`config.mk`:
```
export PLATFORM = sky130hd
export DESIGN_NAME = iterative_alu_flat
export DESIGN_NICKNAME = d
export VERILOG_FILES = /design/src/rtl/iterative_alu_pkg.sv /design/src/rtl/iterative_alu_if.sv /design/src/rtl/iterative_alu_shift_add_mul.sv /design/src/rtl/iterative_alu.sv /design/src/flat_wrapper.sv
export SDC_FILE = /design/constraint.sdc
export NUM_CORES = 1
export LEC_CHECK = 0
export CAP_MARGIN = 25
export CORE_UTILIZATION = 40
export CTS_CLUSTER_SIZE = 20
export DETAILED_ROUTE_END_ITERATION = 10
export GPL_TIMING_DRIVEN = 0
export PLACE_DENSITY = 0.59
export SYNTH_ARGS = -nofsm -noshare
export SYNTH_HDL_FRONTEND = slang
export SYNTH_SLANG_ARGS = --single-unit
```
`constraint.sdc`:
```
create_clock -name clk_i -period 3.09 [get_ports clk_i]
set_input_delay 0.618 -clock clk_i [delete_from_list [all_inputs] [get_ports clk_i]]
set_output_delay 0.618 -clock clk_i [all_outputs]
set_load 0.01 [all_outputs]
```
`src/rtl/iterative_alu_pkg.sv`:
```
// Shared definitions for the execute-stage ALU: operation codes from the ALU
// control decoder and the two-state sequencing encoding.
package iterative_alu_pkg;

    typedef enum logic [2:0] {
        OP_AND = 3'b000,
        OP_OR  = 3'b001,
        OP_ADD = 3'b010,
        OP_MUL = 3'b011,
        OP_SUB = 3'b110
    } alu_op_e;

    typedef enum logic {
        ST_IDLE = 1'b0,
        ST_MUL  = 1'b1
    } alu_state_e;

    function automatic logic is_mul(input logic [2:0] op);
        return op == OP_MUL;
    endfunction

endpackage

```
`src/rtl/iterative_alu_if.sv`:
```
// Request/result bundle between the decode/hazard logic and the execute ALU.
interface iterative_alu_if #(
    parameter int WIDTH = 32
) ();

    logic             valid_i;
    logic [2:0]       ALUCtrl_i;
    logic [WIDTH-1:0] data1_i;
    logic [WIDTH-1:0] data2_i;
    logic [WIDTH-1:0] data_o;
    logic             valid_o;
    logic             busy_o;

    modport master (
        output valid_i, ALUCtrl_i, data1_i, data2_i,
        input  data_o, valid_o, busy_o
    );

    modport slave (
        input  valid_i, ALUCtrl_i, data1_i, data2_i,
        output data_o, valid_o, busy_o
    );

endinterface

```
`src/rtl/iterative_alu_shift_add_mul.sv`:
```
// Radix-2 shift-add multiplier: WIDTH iterations, low WIDTH product bits only,
// so the result is identical for signed and unsigned operands.
module iterative_alu_shift_add_mul #(
    parameter int WIDTH = 32
) (
    input  logic             clk_i,
    input  logic             rst_i,
    input  logic             i_start,
    input  logic             i_step,
    input  logic [WIDTH-1:0] i_mcand,
    input  logic [WIDTH-1:0] i_mplier,
    output logic             o_done,
    output logic [WIDTH-1:0] o_product
);

    localparam int CNT_W = $clog2(WIDTH);
    localparam logic [CNT_W-1:0] LAST_CNT = CNT_W'(WIDTH - 1);

    logic [WIDTH-1:0] r_mcand;
    logic [WIDTH-1:0] r_mplier;
    logic [WIDTH-1:0] r_acc;
    logic [CNT_W-1:0] r_cnt;
    logic [WIDTH-1:0] w_acc_next;

    assign w_acc_next = r_mplier[0] ? (r_acc + r_mcand) : r_acc;

    // The final iteration's sum is handed out directly so the top can register
    // it on the same edge that retires the last step.
    assign o_done    = i_step && (r_cnt == LAST_CNT);
    assign o_product = w_acc_next;

    // NOTE: sequential state uses non-blocking assignments so every register
    // samples pre-edge values, regardless of statement order.
    always_ff @(posedge clk_i or negedge rst_i) begin
        if (!rst_i) begin
            r_mcand  <= '0;
            r_mplier <= '0;
            r_acc    <= '0;
            r_cnt    <= '0;
        end else if (i_start) begin
            r_mcand  <= i_mcand;
            r_mplier <= i_mplier;
            r_acc    <= '0;
            r_cnt    <= '0;
        end else if (i_step) begin
            r_acc    <= w_acc_next;
            r_mcand  <= r_mcand << 1;
            r_mplier <= r_mplier >> 1;
            r_cnt    <= r_cnt + 1'b1;
        end
    end

endmodule

```
`src/rtl/iterative_alu.sv`:
```
// Execute-stage ALU: AND/OR/ADD/SUB retire in one cycle, MUL iterates for
// WIDTH cycles while busy_o stalls the upstream pipeline.
module iterative_alu
    import iterative_alu_pkg::*;
#(
    parameter int WIDTH = 32
) (
    input logic           clk_i,
    input logic           rst_i,
    iterative_alu_if.slave bus
);

    alu_state_e       r_state;
    logic [WIDTH-1:0] r_data;
    logic             r_valid;

    logic             w_accept;
    logic             w_start;
    logic             w_step;
    logic             w_done;
    logic [WIDTH-1:0] w_product;
    logic [WIDTH-1:0] w_single;

    assign bus.data_o  = r_data;
    assign bus.valid_o = r_valid;
    assign bus.busy_o  = (r_state == ST_MUL);

    // Requests arriving while a MUL runs are dropped, not queued.
    assign w_accept = bus.valid_i && (r_state == ST_IDLE);
    assign w_start  = w_accept && is_mul(bus.ALUCtrl_i);
    assign w_step   = (r_state == ST_MUL);

    // NOTE: every output of a combinational block gets a default first, so no
    // path leaves it unassigned and no latch is inferred.
    always_comb begin
        w_single = bus.data1_i + bus.data2_i;
        case (bus.ALUCtrl_i)
            OP_AND:  w_single = bus.data1_i & bus.data2_i;
            OP_OR:   w_single = bus.data1_i | bus.data2_i;
            OP_SUB:  w_single = bus.data1_i - bus.data2_i;
            default: w_single = bus.data1_i + bus.data2_i;
        endcase
    end

    iterative_alu_shift_add_mul #(
        .WIDTH(WIDTH)
    ) u_mul (
        .clk_i    (clk_i),
        .rst_i    (rst_i),
        .i_start  (w_start),
        .i_step   (w_step),
        .i_mcand  (bus.data1_i),
        .i_mplier (bus.data2_i),
        .o_done   (w_done),
        .o_product(w_product)
    );

    always_ff @(posedge clk_i or negedge rst_i) begin
        if (!rst_i) begin
            r_state <= ST_IDLE;
            r_data  <= '0;
            r_valid <= 1'b0;
        end else begin
            r_valid <= 1'b0;
            case (r_state)
                ST_IDLE: begin
                    if (w_start) begin
                        r_state <= ST_MUL;
                    end else if (w_accept) begin
                        r_data  <= w_single;
                        r_valid <= 1'b1;
                    end
                end
                ST_MUL: begin
                    if (w_done) begin
                        r_data  <= w_product;
                        r_valid <= 1'b1;
                        r_state <= ST_IDLE;
                    end
                end
                default: r_state <= ST_IDLE;
            endcase
        end
    end

endmodule
```
`src/flat_wrapper.sv`:
```
// flat-port wrapper written by rule: the top's interface ports become plain ports
module iterative_alu_flat import iterative_alu_pkg::*;
#(
    parameter int WIDTH = 32
)
  (clk_i, rst_i, bus_valid_i, bus_ALUCtrl_i, bus_data1_i, bus_data2_i, bus_data_o, bus_valid_o, bus_busy_o);
  iterative_alu_if #(.WIDTH(WIDTH)) bus_i ();
  input logic clk_i;
  input logic rst_i;
  input wire logic [$bits(bus_i.valid_i)-1:0] bus_valid_i;
  input wire logic [$bits(bus_i.ALUCtrl_i)-1:0] bus_ALUCtrl_i;
  input wire logic [$bits(bus_i.data1_i)-1:0] bus_data1_i;
  input wire logic [$bits(bus_i.data2_i)-1:0] bus_data2_i;
  output wire logic [$bits(bus_i.data_o)-1:0] bus_data_o;
  output wire logic [$bits(bus_i.valid_o)-1:0] bus_valid_o;
  output wire logic [$bits(bus_i.busy_o)-1:0] bus_busy_o;
  assign bus_i.valid_i = bus_valid_i;
  assign bus_i.ALUCtrl_i = bus_ALUCtrl_i;
  assign bus_i.data1_i = bus_data1_i;
  assign bus_i.data2_i = bus_data2_i;
  assign bus_data_o = bus_i.data_o;
  assign bus_valid_o = bus_i.valid_o;
  assign bus_busy_o = bus_i.busy_o;
  iterative_alu #(.WIDTH(WIDTH)) u_core (.clk_i(clk_i), .rst_i(rst_i), .bus(bus_i));
endmodule
```
======== Yosys cells after proc, flatten, opt, wreduce, memory -nomap -nowiden ========
Index checks and enable logic that the tools add are counted.
word-level totals
  flip-flop bits (word level) ............. 135
  input bits .............................. 70
  output and inout bits ................... 34
  word-level logic and storage cells ...... 48
cells by class
  $add $sub $neg .......................... 4
  equal/unequal tests ..................... 7
  multiplexer cells ....................... 21
  bitwise operators ....................... 3
  reductions and logical operators ........ 6
operator list
  kind                                                                      number
  32-bit two-way mux                                                        10
  32-bit one-hot mux with 3 select lines                                    1
  32-bit adder                                                              2
  32-bit one-hot mux with 2 select lines                                    1
  32-bit bitwise AND                                                        1
  32-bit OR                                                                 1
  32-bit subtractor                                                         1
  5-bit two-way mux                                                         2
  5-bit by 1-bit adder with 5-bit output (second input constant)            1
  5-bit == test (second input constant)                                     1
  1-bit two-way mux                                                         5
  2-bit inequality test (second input constant)                             2
  1-bit one-hot mux with 2 select lines                                     2
  3-bit by 1-bit == test with 1-bit output (second input constant)          1
  3-bit by 2-bit == test with 1-bit output (second input constant)          1
  3-bit == test (second input constant)                                     1
  1-bit logical AND                                                         3
  3-bit zero test                                                           1
  3-bit AND reduction                                                       1
  2-bit by 1-bit inequality test with 1-bit output (second input constant)  1
  2-bit nonzero test                                                        1
  1-bit inverter                                                            1

======== Depth between registers and ports, before layout ========
Gate-level depths: netlist of the first run.
  depth in word-level cells ............... 5
  depth in mapped cells ................... 21
  depth with buffers taken out ............ 19

======== Hierarchy ========
A second synthesis of the first run with hierarchy kept.
second synthesis, totals
  cells, all modules ...................... 1283
  area total of the unflattened synthesis .. 10819.1 µm²
modules (own cells, without submodules)
  module                       instances  cells each  area each (µm²)  sequential area each (µm²)
  iterative_alu_shift_add_mul  1          720         6596.3           2527.4
  iterative_alu                1          563         4222.8           850.8

======== Least setup slack after synthesis of the first run ========
No wires, ideal clock.
  kind .................................... input port to flip-flop
  start point ............................. input port bus_data2_i[2]
  end point ............................... register u_core.r_data[31] (netlist: u_core.bus.data_o[31])
  setup time .............................. 126 ps
  data arrival time ....................... 4353 ps
  required time ........................... 2964 ps
  setup slack ............................. -1389 ps
  stages .................................. 21
  path buffers ............................ 2
  path through ............................ clkbuf_1 -> nor4_1 -> nand2b_1 -> nor3_1 -> nand3_1 -> nor2_1 -> nand2_1 -> o31ai_1 -> xor2_1 -> ha_1 -> clkbuf_1 -> a21o_1 -> o21bai_1 -> a21o_1 -> a21oi_1 -> o21a_1 -> o211a_1 -> o31a_1 -> mux2i_1 -> a211oi_1 -> a221o_1
between the ends
  longest elaborated chain between the ends .. 5
  elaborated cells on any way between the ends .. 6
  classes of those cells .................. add/sub: 2; mux: 4
RTL lines
  element                                                   line                 text
  from (decl)                                               flat_wrapper.sv:13   input wire logic [$bits(bus_i.data2_i)-1:0] bus_data2_i;
  32-bit adder / 32-bit subtractor (equally long branches)  -
  32-bit one-hot mux with 3 select lines *                  iterative_alu.sv:37  case (bus.ALUCtrl_i)
  32-bit two-way mux *                                      iterative_alu.sv:69  end else if (w_accept) begin
  32-bit two-way mux *                                      iterative_alu.sv:67  if (w_start) begin
  32-bit one-hot mux with 2 select lines *                  iterative_alu.sv:65  case (r_state)
  to (signal assigned)                                      iterative_alu.sv:70  r_data <= w_single;
  to (signal assigned)                                      iterative_alu.sv:76  r_data <= w_product;
  to (decl)                                                 iterative_alu.sv:14  logic [WIDTH-1:0] r_data;
Mark *: on every way between the ends. The rest lies on a longest branch, timed or not. The select of a mux whose other input is x is not followed.
A chain may end at the register's enable or synchronous reset.

======== Worst setup path in the final report of the first run ========
  start point ............................. input port bus_data2_i[12]
  end point ............................... register u_core.r_data[31] (netlist: u_core.bus.data_o[31])
Same word-level chain as after synthesis.

==> metrics.md, run 1 <==
| Metric | Value |
|---|---|
| CTS H-tree lvls | `4` |
| Initial core utilization | `0.4099` |
| Detailed Route Iter0 Violations | `916` |
| Syn_nets | `1411` |
| Commonest non-fill, non-tap cell in the layout | `nand2_1` |
| WS Path Type | `in2reg` |
| CP startpoint kind | `primary input` |
| Synthesis-to-layout area growth | `35.15%` |
| Antenna violations before repair | `1` |
| Register area | `3378 sq um` |
| Layout cells sized above 1 | `0.1980` |
| Final TNS setup | `-10.21 ns` |
| Vias in the first global route | `10210` |
| Seq cells post-synth | `135` |
| Final hold vios | `0` |
| Most frequent cells in the layout | `nand2_1, dfrtp_1, a21oi_1` |
| Row count | `58` |
| Final Max Tran Viols | `0` |
| PD cells | `769.2 nW/um^2` |
| Via-to-Cell Ratio | `5.880` |
| Worst r2r src | `u_core.u_mul.r_mcand[4]` |
| I/O Buffers | `101` |
| Top_reg_cell synth | `dfrtp_1` |
| Required @ worst endpoint | `3.41 ns` |
| Max Cap Violations | `0` |
| Num ports | `104` |
| First-pass GRT wire length | `58.57 mm` |
| Drt total wl | `39.00 mm` |
| Total GRT Usage | `0.2950` |
| Die height | `162.9 um` |
| Actual slew at the worst max-slew pin | `0.8965 ns` |
| Leakage | `6.137 nW` |
| Post-synth top area share | `0.3264` |
| RSZ-0062 raised after global routing | `yes` |
| # clock sinks | `135` |
| Multi-input logic area | `7535 sq um` |
| Total number of vias | `10650` |
| Hold_buf cts | `0` |
| Mean area per synthesized cell | `8.138 sq um` |
| Post-Synthesis Cells | `1272` |
| WL/cell | `21.54 um` |
| Maximum vdd drop | `0.0004435 V` |
| Period utilisation layout | `1.284` |
| Fin crit period | `3.967 ns` |
| Critical Path Start | `bus_data2_i[12]` |
| Final setup fails | `20` |
| CTS Buf Count | `17` |
| Hold WC Path Type | `in2async` |
| Worst Path Arrival | `4.28 ns` |
| Clk slew on worst S/H paths | `0.07 ns` |
| Nets | `1606` |
| Mapped cell area | `10350 sq um` |
| CP Capture Type | `register` |
| RD Place Congestion | `0.9095` |
| Drt drc | `0` |
| EDFF count, synth | `0` |
| Pin count of the biggest net entering global routing | `76` |
| Cell taking the most area after synthesis | `dfrtp_1` |
| Worst hold slack | `0.2093 ns` |
| Asr flop ratio synth | `1.000` |
| Slew margin rel. | `0.4023` |
| Clk buf depth | `2` |
| Synth area leaders | `dfrtp_1, nand2_1, ha_1` |
| Fmax | `252.1 MHz` |
| Status | `finished, violations left` |
| YS warnings | `0` |
| Crit path max fanout | `4` |
| Filler cells | `2313` |
| Die W | `162.9 um` |
| Residual overflow from global routing | `0` |
| Final ANT Viol Nets | `0` |
| Synth cell types | `70` |
| CTS tree | `built` |
| Placeable Area | `25250 sq um` |
| Die area | `26530 sq um` |
| DP HPWL | `28.98 mm` |
| Post-synthesis sequential area ratio | `0.3264` |
| Final Skew | `0.01591 ns` |
| Root Buffer | `clkbuf_16` |
| Drt first pass iters | `6` |
| Failing checks | `negative setup slack` |
| Worst Slack Setup Final | `-0.8765 ns` |
| Clk Latency, worst-skew pair | `0.45 ns` |
area by class of cell:
cell class              instances  share of cell area
multi-input cells            1046              0.5386
repair buffers                183              0.1221
diodes                          1           0.0001789
clock inverters                14            0.009928
plain buffers                  62             0.02164
inverters                      22            0.005903
flip-flops and latches        135              0.2415
well taps                     330             0.02951
clock buffers                  18             0.03068
per-stage QoR:
stage               power, mW  cells  area, sq um  setup slack (ns)    util
floorplan               6.225   1272        10480            -1.092       -
CTS                     10.46   1787        13370           -0.8567  0.5294
global placement        8.060   1703        11900            -4.389  0.4712
finish                  10.76   1811        13990           -0.8765  0.5540
global route            11.42   1811        13990            -1.015  0.5540
detailed placement      8.123   1704        11930            -2.182  0.4724
flip-flops by register name, summed over array words and instances, names as in the netlist:
name / count
u_core.u_mul.r_cnt: 5
u_core.u_mul.r_mplier: 32
u_core.u_mul.r_mcand: 32
u_core.bus.busy_o: 1
u_core.bus.data_o: 32
u_core.u_mul.r_acc: 32
u_core.bus.valid_o: 1
synth_stat cells, types with 3 or more instances:
cell type,number
nand2_1,245
dfrtp_1,135
a21oi_1,108
nor2_1,86
o21ai_0,83
ha_1,67
a22oi_1,60
clkbuf_1,56
xnor2_1,48
xor2_1,41
a21o_1,31
a31oi_1,21
inv_1,21
mux2i_1,20
o21ai_1,19
nand3_1,17
nor3_1,17
o31ai_1,17
a211oi_1,15
buf_1,12
maj3_1,11
mux2_2,9
nand2b_1,8
o21a_1,8
o21bai_1,8
a22o_1,7
and3_1,7
nand4_1,7
nor2b_1,6
o211ai_1,6
a221o_1,5
a221oi_1,5
o22ai_1,5
and4_1,4
nand3b_1,4
a21boi_0,3
and2_1,3
o2111ai_1,3
where the power goes:
group / leakage, nW / internal [mW] / switching [mW] / total, mW
clock: 0.271 / 1.13 / 0.911 / 2.04
combinational: 4.14 / 2.39 / 3.33 / 5.71
sequential: 1.72 / 2.46 / 0.551 / 3.01
total: 6.14 / 5.97 / 4.79 / 10.8
worst paths after layout:
kind | endpoint | slack [ns] | cells past startpoint
setup / recovery | u_core.bus.data_o[31] | -0.88 | 18
hold / removal | u_core.u_mul.r_mplier[4] | 0.21 | 1
setup reg to reg | u_core.bus.data_o[31] | -0.03 | 11
hold reg to reg | u_core.bus.data_o[11] | 0.46 | 2
max in group asynchronous | u_core.bus.data_o[20] | 2.07 | 2
min in group clk_i | u_core.u_mul.r_mplier[13] | 0.43 | 3
kinds of logic (layout without fill, tap and decap cells):
family / Yosys count / after routing / synth area share
AOI/OAI and AO/OA: 429 / 429 / 0.2658
xor gates and xnor gates: 89 / 89 / 0.07530
adders and majority gates: 80 / 80 / 0.09549
buffers and inverters: 91 / 299 / 0.03312
DFF: 135 / 135 / 0.3264
muxes: 29 / 29 / 0.02913
other: 0 / 1 / 0
and+or+nand+nor: 419 / 419 / 0.1748
metal layers:
layer | global-route usage | share of wire
met5 | 0 | 0
met4 | 0.1003 | 0.030
met3 | 0.05246 | 0.068
met2 | 0.4803 | 0.47
met1 | 0.3931 | 0.44
worst max-delay path, stage by stage:
cell      delay [ns]
buf_8           0.10
or3_4           0.38
or4_4           0.54
nor2_4          0.13
nand2_4         0.08
o31ai_4         0.25
xor2_2          0.21
ha_4            0.24
a21o_1          0.18
o21bai_1        0.16
a21o_1          0.17
a21oi_2         0.12
o21a_1          0.17
o211a_1         0.19
o31a_1          0.20
mux2i_1         0.24
a211oi_1        0.06
a221o_1         0.27
repair_timing:
action,CTS,global route
pin swaps,88,92
buffers inserted,57,30
resized for setup,180,112
setup endpoints to repair,44,43
Power figures use the tool's default switching activity.
==> run 2, diff against run 1 <==
Settings changed: ABC_AREA set to 0.
==> results of run 2 <==
No change in the layout: final DEF, timing and power equal those of run 1.
==> run 3, diff against run 2 <==
Settings changed: CELL_PAD_IN_SITES_DETAIL_PLACEMENT set to 0, CELL_PAD_IN_SITES_GLOBAL_PLACEMENT set to 2, CORE_UTILIZATION 40 to 35, PLACE_DENSITY 0.59 to 0.81.
==> metrics.md, run 3 (synthesis gave the netlist of run 1 again) <==
| Metric | Value |
|---|---|
| Met3 wire length | `1.681 mm (-36%)` |
| Final ANT Viol Nets | `0 (unchanged)` |
| DP HPWL | `30.73 mm (+6.1%)` |
| Period utilisation layout | `1.305 (+0.02094)` |
| Hold_buf cts | `0 (unchanged)` |
| CTS tree | `built` |
| Most frequent cells in the layout | `nand2_1, dfrtp_1, a21oi_1` |
| Clk Latency, worst-skew pair | `0.45 ns (about the same)` |
| Actual slew at the worst max-slew pin | `1.033 ns (+0.1362 ns)` |
| Worst setup path endpoint | `u_core.bus.data_o[31]` |
| Crit-path leading delay family | `compound AO/OA/AOI/OAI gates` |
| Slowest cell on crit path | `or4_4` |
| Drt first pass iters | `5 (-1)` |
| Worst Slack Setup Final | `-0.9413 ns (-0.06472 ns)` |
| Cell Area, Placed | `12000 sq um (+0.57%)` |
| Pin count of the biggest net entering global routing | `81 (+6.6%)` |
| Failing checks | `negative setup slack` |
| I/O Buffers | `101 (unchanged)` |
| Root Buffer | `clkbuf_16` |
| Cells after DPL | `1758 (+3.2%)` |
| Die area | `30270 sq um (+14%)` |
| Initial core utilization | `0.3577 (-0.05214)` |
| Worst r2r src | `u_core.u_mul.r_cnt[0]` |
| RD Place Congestion | `0.8900 (-2.1%)` |
| Drt total wl | `40.59 mm (+4.1%)` |
| Worst hold slack | `0.1533 ns (-0.05599 ns)` |
| Row count | `62 (+6.9%)` |
| CTS Buf Count | `17 (unchanged)` |
| Final Max Tran Viols | `0 (unchanged)` |
| Synthesis-to-layout area growth | `33.64%` |
| PD cells | `781.5 nW/um^2 (+1.6%)` |
| Drt drc | `0 (unchanged)` |
| Reg2Reg Setup Slack | `0.02 ns (+0.05 ns)` |
| Final setup fails | `20 (unchanged)` |
| Layout cells sized above 1 | `0.1857 (-0.01231)` |
| CP most frequent cell | `a21o_1` |
| Routed met1 length | `19.01 mm (+12%)` |
| Pwr Total | `10.81 mW (+0.47%)` |
| Filler cells | `2845 (+23%)` |
| Fmax | `248.1 MHz (-1.6%)` |
| Fin cells | `1849 (+2.1%)` |
| Placeable Area | `28940 sq um (+15%)` |
| RSZ-0062 raised after global routing | `yes` |
| First-pass GRT wire length | `60.68 mm (+3.6%)` |
| Sequence of cells on the critical path | `buf_4 > or3_4 > or4_4 > nor2_4 > nand2_4 > o31ai_4 > xor2_2 > ha_4 > a21o_1 > o21bai_1 > a21o_1 > a21oi_2 > o21a_1 > o211a_1 > o31a_1 > mux2i_2 > a211oi_2 > a221o_1` |
| Detailed Route Iter0 Violations | `736 (-20%)` |
| Vias in the first global route | `10190 (-0.22%)` |
| Clk slew on worst S/H paths | `0.07 ns (about the same)` |
| Maximum vdd drop | `0.0004079 V (-8.0%)` |
| CTS H-tree lvls | `4 (unchanged)` |
| Required @ worst endpoint | `3.41 ns (about the same)` |
| Critical Path Start | `bus_data2_i[11]` |
| Final hold vios | `0 (unchanged)` |
| Crit path max fanout | `6 (+2)` |
| Clk buf depth | `2 (unchanged)` |
| Antenna violations before repair | `0 (-1)` |
| Via-to-Cell Ratio | `5.625 (-4.3%)` |
| Fin crit period | `4.031 ns (+0.06472 ns)` |
| Total number of vias | `10400 (-2.3%)` |
| Design Area, Final | `13830 sq um (-1.1%)` |
| Nets | `1591 (-0.93%)` |
| Die height | `174.0 um (+6.8%)` |
| WP buf/inv | `1 (unchanged)` |
| CP startpoint kind | `primary input` |
| Reg-to-Reg End | `u_core.bus.data_o[23]` |
| Max Cap Violations | `0 (unchanged)` |
| DR top layer | `met4` |
| Num ports | `104 (unchanged)` |
| Status | `finished, violations left` |
| Levels on crit path | `18 (unchanged)` |
| Hold WC Path Type | `in2async` |
| Die W | `174.0 um (+6.8%)` |
| Final TNS setup | `-10.66 ns (-0.4577 ns)` |
| WS Path Type | `in2reg` |
| # clock sinks | `135 (unchanged)` |
| Worst Path Arrival | `4.35 ns (+0.07 ns)` |
| R2R cell count | `10 (-1)` |
| Leakage | `6.051 nW (-1.4%)` |
| Commonest non-fill, non-tap cell in the layout | `nand2_1` |
| Slew margin rel. | `0.3115 (-0.09081)` |
| Met2 wire length | `18.75 mm (+3.1%)` |
| Residual overflow from global routing | `0 (unchanged)` |
| WL/cell | `21.95 um (+1.9%)` |
| Total GRT Usage | `0.2666 (-0.02841)` |
| CP Capture Type | `register` |
| ANT cells | `0 (-1)` |
| Final Skew | `0.01754 ns (+0.001631 ns)` |
| Crit-path max cell delay | `0.47 ns (-0.07 ns)` |
run 3: power breakdown:
part	switching (mW)	total (mW)	internal (mW)
sequential	0.608	3.06	2.45
clock	0.972	2.04	1.07
combinational	3.33	5.71	2.38
total	4.91	10.8	5.90
run 3: cell type report:
cell class	instances	area, sq um	area share
clock buffer	18	429.2	0.03102
inverter	22	83.83	0.006060
multi-input combinational	1046	7480	0.5407
timing repair buffer	167	1515	0.1095
tap	384	480.5	0.03473
buffer	63	335.3	0.02424
sequential	135	3378	0.2442
clock inverter	14	131.4	0.009497
run 3: worst reg2reg max path, cell delays in order, from the launching register on:
cell and delay (ns):
dfrtp_1 0.41, ha_1 0.22, and3_1 0.18, ha_1 0.23, and2_1 0.17, clkbuf_1 0.31
nor2_1 0.44, clkinv_2 0.30, clkbuf_2 0.37, o22ai_1 0.26, a21oi_1 0.06
run 3: repair_timing:
item / CTS / global route
resized for setup: 159 / 91
endpoints found under the hold margin: 0 / 0
setup endpoints to repair: 50 / 55
setup buffers: 41 / 26
pin swaps: 68 / 69
run 3: worst min-delay path by stage:
stage | to | slack [ns] | cells past startpoint
after floorplan | u_core.bus.busy_o | 0.32 | 0
after global placement | u_core.bus.data_o[11] | 0.45 | 2
after detailed placement | u_core.bus.data_o[11] | 0.45 | 2
after CTS | u_core.bus.data_o[1] | 0.17 | 1
after global routing | u_core.u_mul.r_mplier[3] | 0.20 | 1
final | u_core.u_mul.r_mplier[4] | 0.15 | 1
run 3: metrics by stage:
step | worst slack, ns | util
2_1_floorplan | -1.092 | -
3_3_place_gp | -4.378 | 0.4136
3_5_place_dp | -2.318 | 0.4146
4_1_cts | -0.9603 | 0.4586
5_1_grt | -1.039 | 0.4781
6_report | -0.9413 | 0.4781
run 3: routing by layer:
metal | vias to the layer above | global-route usage
met5 | - | 0
li1 | 4972 | -
met1 | 5096 | 0.3681
met3 | 70 | 0.03543
met2 | 263 | 0.4302
met4 | 0 | 0.08553
